### src/rtl/coin_if.sv
// Accepted-coin handshake between the coin acceptor and the vending controller.
interface coin_if;
  logic       coin_valid;
  logic       coin_ready;
  logic [3:0] coin_insert;
  logic [7:0] coin_cents;

  modport master (output coin_valid, output coin_insert, output coin_cents, input coin_ready);
  modport slave  (input coin_valid, input coin_insert, input coin_cents, output coin_ready);
endinterface

### src/rtl/coin_acceptor.sv
// Coin-slot front end: sync + debounce four sensor lanes, classify, detect faults,
// and buffer accepted coins for the vending controller.
module coin_acceptor #(
  parameter int DEBOUNCE_CYCLES = 4,
  parameter int JAM_CYCLES      = 1000,
  parameter int FIFO_DEPTH      = 4
) (
  input  logic                          clk,
  input  logic                          reset_n,
  input  logic [3:0]                    coin_sense,
  input  logic                          accept_en,
  input  logic                          jam_clear,
  output logic                          coin_return,
  output logic                          jam_error,
  output logic [$clog2(FIFO_DEPTH):0]   fifo_count,
  coin_if.master                        coin
);
  localparam int AW = $clog2(FIFO_DEPTH);
  localparam logic [7:0]    DEB      = DEBOUNCE_CYCLES[7:0];
  localparam logic [16:0]   JAM      = {1'b0, JAM_CYCLES[15:0]};
  localparam logic [AW:0]   FULL     = FIFO_DEPTH[AW:0];
  localparam logic [AW:0]   CNT_ONE  = {{AW{1'b0}}, 1'b1};
  localparam logic [AW-1:0] PTR_ONE  = {{(AW-1){1'b0}}, 1'b1};

  typedef enum logic [1:0] {IDLE, RISE, HELD, FALL} deb_state_t;

  function automatic logic [1:0] lane_of(input logic [3:0] onehot);
    lane_of = 2'd0;
    for (int i = 0; i < 4; i++)
      if (onehot[i]) lane_of = 2'(i);
  endfunction

  function automatic logic [7:0] cents_of(input logic [1:0] lane);
    case (lane)
      2'd0:    cents_of = 8'd10;
      2'd1:    cents_of = 8'd20;
      2'd2:    cents_of = 8'd50;
      default: cents_of = 8'd100;
    endcase
  endfunction

  logic [3:0]   sync_p0, sync_p1, evt_p2;
  deb_state_t   state [4];
  logic [7:0]   cnt [4];
  logic [16:0]  jam_cnt;
  logic [1:0]   mem [FIFO_DEPTH];
  logic [AW-1:0] wr_ptr, rd_ptr, rd_next;
  logic [AW:0]  count_next;
  logic [1:0]   new_lane;
  logic         any_evt, multi, full, refuse, push, pop;

  // Stage p0/p1: two-flop synchroniser; stage p2: per-lane debounce and qualify event
  always_ff @(posedge clk or negedge reset_n) begin
    if (!reset_n) begin
      sync_p0 <= '0;
      sync_p1 <= '0;
      evt_p2  <= '0;
      for (int i = 0; i < 4; i++) begin
        state[i] <= IDLE;
        cnt[i]   <= '0;
      end
    end else begin
      sync_p0 <= coin_sense;
      sync_p1 <= sync_p0;
      for (int i = 0; i < 4; i++) begin
        evt_p2[i] <= 1'b0;
        case (state[i])
          IDLE: begin
            cnt[i] <= '0;
            if (sync_p1[i]) begin
              state[i] <= RISE;
              cnt[i]   <= 8'd1;
            end
          end
          RISE: begin
            if (!sync_p1[i]) begin
              state[i] <= IDLE;
              cnt[i]   <= '0;
            end else if (cnt[i] + 8'd1 == DEB) begin
              state[i]  <= HELD;
              cnt[i]    <= '0;
              evt_p2[i] <= 1'b1;
            end else begin
              cnt[i] <= cnt[i] + 8'd1;
            end
          end
          HELD: begin
            if (!sync_p1[i]) begin
              state[i] <= FALL;
              cnt[i]   <= 8'd1;
            end
          end
          FALL: begin
            if (sync_p1[i]) begin
              state[i] <= HELD;
              cnt[i]   <= '0;
            end else if (cnt[i] + 8'd1 == DEB) begin
              state[i] <= IDLE;
              cnt[i]   <= '0;
            end else begin
              cnt[i] <= cnt[i] + 8'd1;
            end
          end
          default: begin
            state[i] <= IDLE;
            cnt[i]   <= '0;
          end
        endcase
      end
    end
  end

  // Jam watch runs on the synchronised lanes; the counter saturates once the fault is set.
  always_ff @(posedge clk or negedge reset_n) begin
    if (!reset_n) begin
      jam_cnt   <= '0;
      jam_error <= 1'b0;
    end else if (|sync_p1) begin
      if (jam_cnt + 17'd1 >= JAM) begin
        jam_cnt   <= JAM;
        jam_error <= 1'b1;
      end else begin
        jam_cnt <= jam_cnt + 17'd1;
      end
    end else begin
      jam_cnt <= '0;
      if (jam_clear) jam_error <= 1'b0;
    end
  end

  // More than one bit set in the event vector means coins arrived together.
  assign any_evt  = |evt_p2;
  assign multi    = |(evt_p2 & (evt_p2 - 4'd1));
  assign full     = (fifo_count == FULL);
  assign refuse   = any_evt && (multi || !accept_en || jam_error || full);
  assign push     = any_evt && !refuse;
  assign pop      = coin.coin_valid && coin.coin_ready;
  assign new_lane = lane_of(evt_p2);
  assign rd_next  = rd_ptr + PTR_ONE;

  always_comb begin
    count_next = fifo_count;
    if (push && !pop)      count_next = fifo_count + CNT_ONE;
    else if (pop && !push) count_next = fifo_count - CNT_ONE;
  end

  always_ff @(posedge clk) begin
    if (push) mem[wr_ptr] <= new_lane;
  end

  // Stage p3: FIFO control and registered head-of-queue presentation
  always_ff @(posedge clk or negedge reset_n) begin
    if (!reset_n) begin
      wr_ptr           <= '0;
      rd_ptr           <= '0;
      fifo_count       <= '0;
      coin_return      <= 1'b0;
      coin.coin_valid  <= 1'b0;
      coin.coin_insert <= '0;
      coin.coin_cents  <= '0;
    end else begin
      coin_return     <= refuse;
      fifo_count      <= count_next;
      coin.coin_valid <= (count_next != '0);
      if (push) wr_ptr <= wr_ptr + PTR_ONE;
      if (pop)  rd_ptr <= rd_next;
      if (pop) begin
        if (fifo_count > CNT_ONE) begin
          coin.coin_insert <= 4'b0001 << mem[rd_next];
          coin.coin_cents  <= cents_of(mem[rd_next]);
        end else if (push) begin
          coin.coin_insert <= 4'b0001 << new_lane;
          coin.coin_cents  <= cents_of(new_lane);
        end else begin
          coin.coin_insert <= '0;
          coin.coin_cents  <= '0;
        end
      end else if (push && fifo_count == '0) begin
        coin.coin_insert <= 4'b0001 << new_lane;
        coin.coin_cents  <= cents_of(new_lane);
      end
    end
  end
endmodule

### src/flat_wrapper.sv
// flat-port wrapper written by rule: the top's interface ports become plain ports
module coin_acceptor_flat 
#(
  parameter int DEBOUNCE_CYCLES = 4,
  parameter int JAM_CYCLES      = 1000,
  parameter int FIFO_DEPTH      = 4
)
  (clk, reset_n, coin_sense, accept_en, jam_clear, coin_return, jam_error, fifo_count, coin_coin_valid, coin_coin_insert, coin_coin_cents, coin_coin_ready);
  coin_if coin_i ();
  input  logic clk;
  input  logic reset_n;
  input  logic [3:0] coin_sense;
  input  logic accept_en;
  input  logic jam_clear;
  output logic coin_return;
  output logic jam_error;
  output logic [$clog2(FIFO_DEPTH):0] fifo_count;
  output wire logic [$bits(coin_i.coin_valid)-1:0] coin_coin_valid;
  output wire logic [$bits(coin_i.coin_insert)-1:0] coin_coin_insert;
  output wire logic [$bits(coin_i.coin_cents)-1:0] coin_coin_cents;
  input wire logic [$bits(coin_i.coin_ready)-1:0] coin_coin_ready;
  assign coin_coin_valid = coin_i.coin_valid;
  assign coin_coin_insert = coin_i.coin_insert;
  assign coin_coin_cents = coin_i.coin_cents;
  assign coin_i.coin_ready = coin_coin_ready;
  coin_acceptor #(.DEBOUNCE_CYCLES(DEBOUNCE_CYCLES), .JAM_CYCLES(JAM_CYCLES), .FIFO_DEPTH(FIFO_DEPTH)) u_core (.clk(clk), .reset_n(reset_n), .coin_sense(coin_sense), .accept_en(accept_en), .jam_clear(jam_clear), .coin_return(coin_return), .jam_error(jam_error), .fifo_count(fifo_count), .coin(coin_i));
endmodule
### config.mk
export PLATFORM = sky130hd
export DESIGN_NAME = coin_acceptor_flat
export DESIGN_NICKNAME = d
export VERILOG_FILES = /design/src/rtl/coin_if.sv /design/src/rtl/coin_acceptor.sv /design/src/flat_wrapper.sv
export SDC_FILE = /design/constraint.sdc
export NUM_CORES = 1
export LEC_CHECK = 0
export CORE_MARGIN = 10
export CORE_UTILIZATION = 42
export DETAILED_ROUTE_END_ITERATION = 6
export GPL_TIMING_DRIVEN = 0
export PLACE_DENSITY_LB_ADDON = 0.1
export SETUP_SLACK_MARGIN = 0.05
export SLEW_MARGIN = 40
export SYNTH_ARGS = -nofsm -noshare
export SYNTH_HDL_FRONTEND = slang
export SYNTH_SLANG_ARGS = --single-unit
### constraint.sdc
create_clock -name clk -period 4.5 [get_ports clk]
set_input_delay 0.9 -clock clk [delete_from_list [all_inputs] [get_ports clk]]
set_output_delay 0.9 -clock clk [all_outputs]
set_load 0.01 [all_outputs]
==> flow_metrics.tcl, run 1 <==
set metrics [dict create \
    hold_class "reg2reg" \
    clock.fmax_ghz 0.420 \
    grt_antenna_before_repair 0 \
    ys_seq_area_share_pct 45.4 \
    portBuffers 24 \
    required_ns 4.73 \
    fin_total_pwr_mw 2.30 \
    hold_depth 0 \
    htreeDepth 3 \
    timing.final.ws_setup_ns 2.12 \
    cts.path.max_buffers 2 \
    post-place-ws_ns 1.77 \
    crit_fanout 10 \
    numCtsBuffers 9 \
    synthAdderAreaFrac_pct 6.12 \
    n_antenna_cell 0 \
    status "finished clean" \
    synth_edf_count 8 \
    ctsHoldBuffers 0 \
    cp_slowest_cell "a31oi_1" \
    synth_area_per_cell_um2 10.3 \
    vias_per_cell 5.25 \
    synthCells 514 \
    synth_compound_area_share_pct 14.6 \
    p_leak_nw 2.63 \
    setup_viol 0 \
    synth_area_um2 5320 \
    maxCapViolCount 0 \
    ys_seq_elements 95 \
    dp_hpwl_mm 7.51 \
    finalHoldViolations 0 \
    start_kind "input port" \
    fin_hold_ws_ns 0.350 \
    r2r_slack_ns 2.20 \
    regToRegEndpoint "u_core.jam_cnt[3]$_DFF_PN0_" \
    postLayoutCellArea_um2 6130 \
    track_usage_pct 11.9 \
    die_x_um 133 \
    cpPeakStageDelay_ns 0.46 \
    wl_per_cell_um 14.0 \
    worstPathCellList "clkdlybuf4s50_1, and3b_1, clkbuf_1, a31oi_1, o2bb2ai_1, mux2_2" \
    path_clk_slew_ns 0.06 \
    post-route-util_pct 48.9 \
    fin_cells 735 \
    rsz0062_at_grt "no" \
    nets 593 \
    cts_setup_buffers 0 \
    dpl.cell_count 719 \
    clkSinkCount 95 \
    detail-route-antenna-nets 0 \
    die_area_um2 17600 \
    num_vias 3859 \
    yosys.area_share.simple_pct 20.9 \
    core_um2 12500 \
    routabilityCongestion 0.818 \
    synth_top_family_by_area "simple AND/OR/NAND/NOR gates" \
    synthMuxAreaShare_pct 3.41 \
    report.final.slew_viol_count 0 \
    overflow 0 \
    grt_pass1_vias 3646 \
    insertion_delay_ns 0.35 \
    synth.distinct_cells 69 \
    reg2reg_from "u_core.jam_cnt[0]$_DFF_PN0_" \
    areaGrowthSynthToFinish_pct 15.2 \
    async_flop_share_pct 91.6 \
    worstSetupPathType "in2reg" \
    power_density_nw_per_um2 375 \
    routed_wl_mm 10.3 \
    fin_setup_tns_ns 0 \
    synth-xor-area-share_pct 6.59 \
    peakVddDrop_mv 0.143 \
    row_count 41 \
    skew_ns 0.00742 \
    grt_pass1_wl_mm 17.5 \
    yosys_most_used_dff "dfrtp_1" \
    initial_core_util_pct 42.5 \
    min_to "u_core.sync_p1[0]$_DFF_PN0_" \
    drc 0 \
    drive_gt1_share_pct 9.77 \
    finalCriticalPeriod_ns 2.38 \
    place_area_um2 5830 \
    worstHoldStart "u_core.sync_p0[0]$_DFF_PN0_" \
    worstMarginPinSlew_ns 0.652 \
    worstPathArrival_ns 2.62 \
    yosysWarningCount 0 \
    grt_max_degree 52 \
    cp-end-kind "flip-flop" \
    ios 27 \
    clockRootBuffer "clkbuf_16" \
    cts_tree "done" \
    worst-r2r-cell-count 6 \
    die_y_um 133 \
    cts_resized 0 \
    detail_route.iter0.violations 256 \
    period_share_pct 52.9 \
    dr.pass1.iters 4 \
    max_slew_margin_pct 56.5 \
]
## Yosys cell counts (4+ instances only)
cell type  number  area (µm²)
or2_2           6        37.5
and2_1          9        56.3
nor2_1         14        52.6
and3_1         20         125
a22o_1          4        35.0
buf_4           4        30.0
nand2b_1        4        25.0
buf_2           6        30.0
nor3b_1         6        45.0
dfrtp_1        87        2180
nor3_1          8        40.0
a21oi_1        12        60.1
ha_1           26         325
mux2_2          5        56.3
xnor2_1        20         175
clkbuf_1        9        33.8
nand2_1        62         233
a41oi_1         6        52.6
mux2i_1         8        80.1
o21ai_0        35         175
nand3b_1        6        45.0
nand4_1         5        31.3
o2bb2ai_1       4        35.0
xor2_1         20         175
inv_1          16        60.1
nand3_1        21         105
nor4_1          4        25.0
a31oi_1         7        43.8
nor2b_1         7        43.8
edfxtp_1        8         240
## sequential cells by signal, summed over array words and instances (netlist names), named ones only
register                 cells
u_core.mem                   8
u_core.fifo_count            3
u_core.state                 4
u_core.sync_p1               4
u_core.coin.coin_insert      3
u_core.coin.coin_cents       5
u_core.jam_cnt              17
u_core.coin_return           1
u_core.coin.coin_valid       1
u_core.rd_ptr                2
u_core.wr_ptr                2
u_core.sync_p0               4
u_core.cnt                  32
u_core.evt_p2                4
u_core.jam_error             1
## placed cells by master (no fill, tap or decap), drive strengths merged, types with 6 or more instances in the layout
cell type	n
and3	21
nor3	9
xnor2	20
nor2b	7
a21oi	12
a31oi	7
mux2i	8
nand2	62
inv	16
clkbuf	22
and2	10
nand3b	6
clkdlybuf4s50	23
ha	26
nor2	14
edfxtp	8
or2	6
nor3b	6
buf	12
a41oi	6
nand3	22
xor2	20
o21ai	38
dfrtp	87
conb	9
## worst max-delay path: cells and delay by family
family | cells | cell delay, ns
buffers and inverters | 2 | 0.63
AND/OR/NAND/NOR | 1 | 0.21
AO/OA/AOI/OAI | 2 | 0.60
multiplexers | 1 | 0.27
## cells by family after synthesis
family	Yosys count
AND/OR/NAND/NOR	191
AO/OA/AOI/OAI	111
flip-flops	95
XOR/XNOR	40
buffers and inverters	35
adder cells (fa/ha/maj)	26
multiplexers	15
other	1
## layer usage
layer,vias up,share of wire [%],global-route usage [%]
met5,-,0,0
met4,0,1.9,5.32
met3,14,3.1,2.69
met2,47,45,18.6
met1,1857,50,15.5
li1,1941,-,-
## final cells by class
type | count | area (µm²)
sequential | 95 | 2420
multi-input combinational | 392 | 2780
buffer | 19 | 93.8
inverter | 16 | 60.1
fill | 1181 | 6390
tap | 172 | 215
timing repair buffer | 25 | 269
clock inverter | 3 | 42.5
clock buffer | 13 | 250
## how the worst max path moves through the flow
stage | start | slack (ns) | end
floorplan | accept_en | 2.45 | u_core.coin.coin_cents[2]$_DFFE_PN0P_
global placement | reset_n | -0.85 | u_core.cnt[15]$_DFFE_PN0P_
detailed placement | accept_en | 1.77 | u_core.coin.coin_cents[2]$_DFFE_PN0P_
CTS | accept_en | 2.15 | u_core.coin.coin_cents[2]$_DFFE_PN0P_
global route | accept_en | 1.98 | u_core.coin.coin_cents[2]$_DFFE_PN0P_
finish | accept_en | 2.12 | u_core.coin.coin_cents[2]$_DFFE_PN0P_
## power breakdown
group / leakage [nW] / internal [mW] / switching [mW]
clock: 0.140 / 0.446 / 0.324
combinational: 1.34 / 0.248 / 0.256
sequential: 1.15 / 0.941 / 0.0837
No activity file was read; power rests on OpenSTA's default activity.
==> run 2, diff against run 1 <==
==> constraint.sdc (replaced) <==
create_clock -name clk -period 1.9 [get_ports clk]
set_input_delay 0.38 -clock clk [delete_from_list [all_inputs] [get_ports clk]]
set_output_delay 0.38 -clock clk [all_outputs]
set_load 0.01 [all_outputs]
==> run 2 against run 1 <==
- global-route usage increased by 0.65 points
- the flow now finishes with violations (negative setup slack)
- design area rose by 12%
- largest cell class unchanged
- critical path type is now reg2reg
- utilization up 5.7 points
- setup slack worse by 2.1 ns
- non-clock buffer count up 38
- first-iteration DRC count is 13% lower
==> flow_metrics.tcl, run 2 (synthesis gave the netlist of run 1 again) <==
set metrics [dict create \
    status "finished with violations" \
    violations "negative setup slack" \
    peakVddDrop_mv 0.387 \
    ios 27 \
    overflow 0 \
    period_share_pct 101 \
    detail_route.iter0.violations 223 \
    start_kind "flip-flop" \
    die_x_um 133 \
    worst-r2r-cell-count 7 \
    dp_hpwl_mm 7.35 \
    die_area_um2 17600 \
    p_leak_nw 2.84 \
    clockRootBuffer "clkbuf_16" \
    detail-route-antenna-nets 0 \
    cp-end-kind "flip-flop" \
    dr.pass1.iters 4 \
    r2r_slack_ns -0.02 \
    worstMarginPinSlew_ns 0.498 \
    worstHoldStart "u_core.sync_p0[2]$_DFF_PN0_" \
    hold_depth 0 \
    crit_fanout 5 \
    routabilityCongestion 0.816 \
    max_slew_margin_pct 66.5 \
    areaGrowthSynthToFinish_pct 28.6 \
    reg2reg_from "u_core.jam_cnt[1]$_DFF_PN0_" \
    regToRegEndpoint "u_core.jam_cnt[2]$_DFF_PN0_" \
    path_clk_slew_ns 0.06 \
    num_vias 4051 \
    final_cell_mix "dfrtp_1, nand2_1, buf_4" \
    grt_pass1_wl_mm 18.8 \
    core_um2 12500 \
    row_count 41 \
    rsz0062_at_grt "yes" \
    n_antenna_cell 0 \
    htreeDepth 3 \
    final_common_cell "dfrtp_1" \
    top_regs "u_core.cnt: 32 flops, u_core.jam_cnt: 17 flops, u_core.mem: 8 flops" \
    timing.final.ws_setup_ns -0.0182 \
    finalCriticalPeriod_ns 1.92 \
    grt_antenna_before_repair 0 \
    largest_reg_flops 32 \
    portBuffers 24 \
    grt_pass1_vias 3904 \
    post-route-util_pct 54.6 \
    drive_gt1_share_pct 26.2 \
    grt_max_degree 45 \
    nets 631 \
    routed_wl_mm 11.1 \
    report.final.slew_viol_count 0 \
    worstPathArrival_ns 2.17 \
    finalHoldViolations 0 \
    clkSinkCount 95 \
    hold_class "reg2reg" \
    die_y_um 133 \
    min_to "u_core.sync_p1[2]$_DFF_PN0_" \
    fin_setup_tns_ns -0.0892 \
    initial_core_util_pct 42.5 \
    regMostFlops "u_core.cnt" \
    track_usage_pct 12.6 \
    worstSetupPathType "reg2reg" \
    drc 0 \
    skew_ns 0.00650 \
    power_density_nw_per_um2 848 \
    cts_tree "done" \
    clock.fmax_ghz 0.521 \
    insertion_delay_ns 0.34 \
    required_ns 2.16 \
    setup_viol 8 \
    maxCapViolCount 0 \
    cts.path.max_buffers 2 \
    vias_per_cell 5.25 \
    wl_per_cell_um 14.4 \
    fin_total_pwr_mw 5.80 \
    numCtsBuffers 9 \
]
==> run 2: cell count changes in the layout (fill, tap and decap cells not counted), moves of 7 or more <==
cell	before	now
dfrtp_2	0	11
and3_1	20	13
buf_4	4	39
dfrtp_1	87	76
and3_4	1	8
==> run 2: timing repair <==
action,CTS,global route
hold endpoints to repair,43,0
setup buffers,22,14
pin swaps,12,21
hold buffers,1,0
gates resized for setup,44,47
gates cloned,1,0
endpoints found under the setup margin,31,42
==> run 2: final cells by class <==
type                            count  area [µm²]
Tap cell                          172         215
Sequential cell                    95        2430
Clock buffer                       10         229
Buffer                             19         119
Fill cell                        1130        5680
Clock inverter                      5        75.1
Multi-Input combinational cell    392        3150
Inverter                           16        60.1
Timing Repair Buffer               63         564
==> run 2: worst max-delay path by stage <==
stage / startpoint / to / cells after the start
finish: u_core.jam_cnt[1]$_DFF_PN0_ / u_core.jam_cnt[2]$_DFF_PN0_ / 7
floorplan: u_core.jam_cnt[0]$_DFF_PN0_ / u_core.jam_cnt[1]$_DFF_PN0_ / 7
CTS: u_core.jam_cnt[1]$_DFF_PN0_ / u_core.jam_cnt[1]$_DFF_PN0_ / 7
global route: u_core.jam_cnt[1]$_DFF_PN0_ / u_core.jam_cnt[2]$_DFF_PN0_ / 7
detailed placement: u_core.jam_cnt[0]$_DFF_PN0_ / u_core.jam_cnt[7]$_DFF_PN0_ / 6
global placement: reset_n / u_core.jam_cnt[0]$_DFF_PN0_ / 1
==> run 2: stage by stage <==
step	hold slack (ns)	area (µm²)	worst slack [ns]	std cells
finish	0.348	6840	-0.0182	772
global route	0.357	6840	-0.0813	772
CTS	0.349	6540	-0.00667	758
detailed placement	0.335	5850	-0.197	719
global placement	0.333	5820	-3.25	718
floorplan	0.0844	5360	0.0518	522
==> run 2: report_power, final <==
part           total, mW  switching [mW]  internal [mW]
clock network       1.90           0.756           1.14
logic               1.48           0.733          0.748
registers           2.42           0.188           2.23
==> run 2: per-layer routing <==
metal  vias up  GRT usage, %  share of wire (%)
li1       2019             -                  -
met1      1962          15.7                 46
met2        55          20.8                 49
met3        15          2.61                3.1
met4         0          5.13                1.8
met5         -             0                  0
==> run 2: worst max-delay path: stages (launching register included) <==
cell and delay, ns:
dfrtp_2 0.44, ha_4 0.18, nand4_1 0.13, nor4_4 0.05, or4_4 0.44, a32oi_4 0.25
buf_6 0.17, nor4b_4 0.18
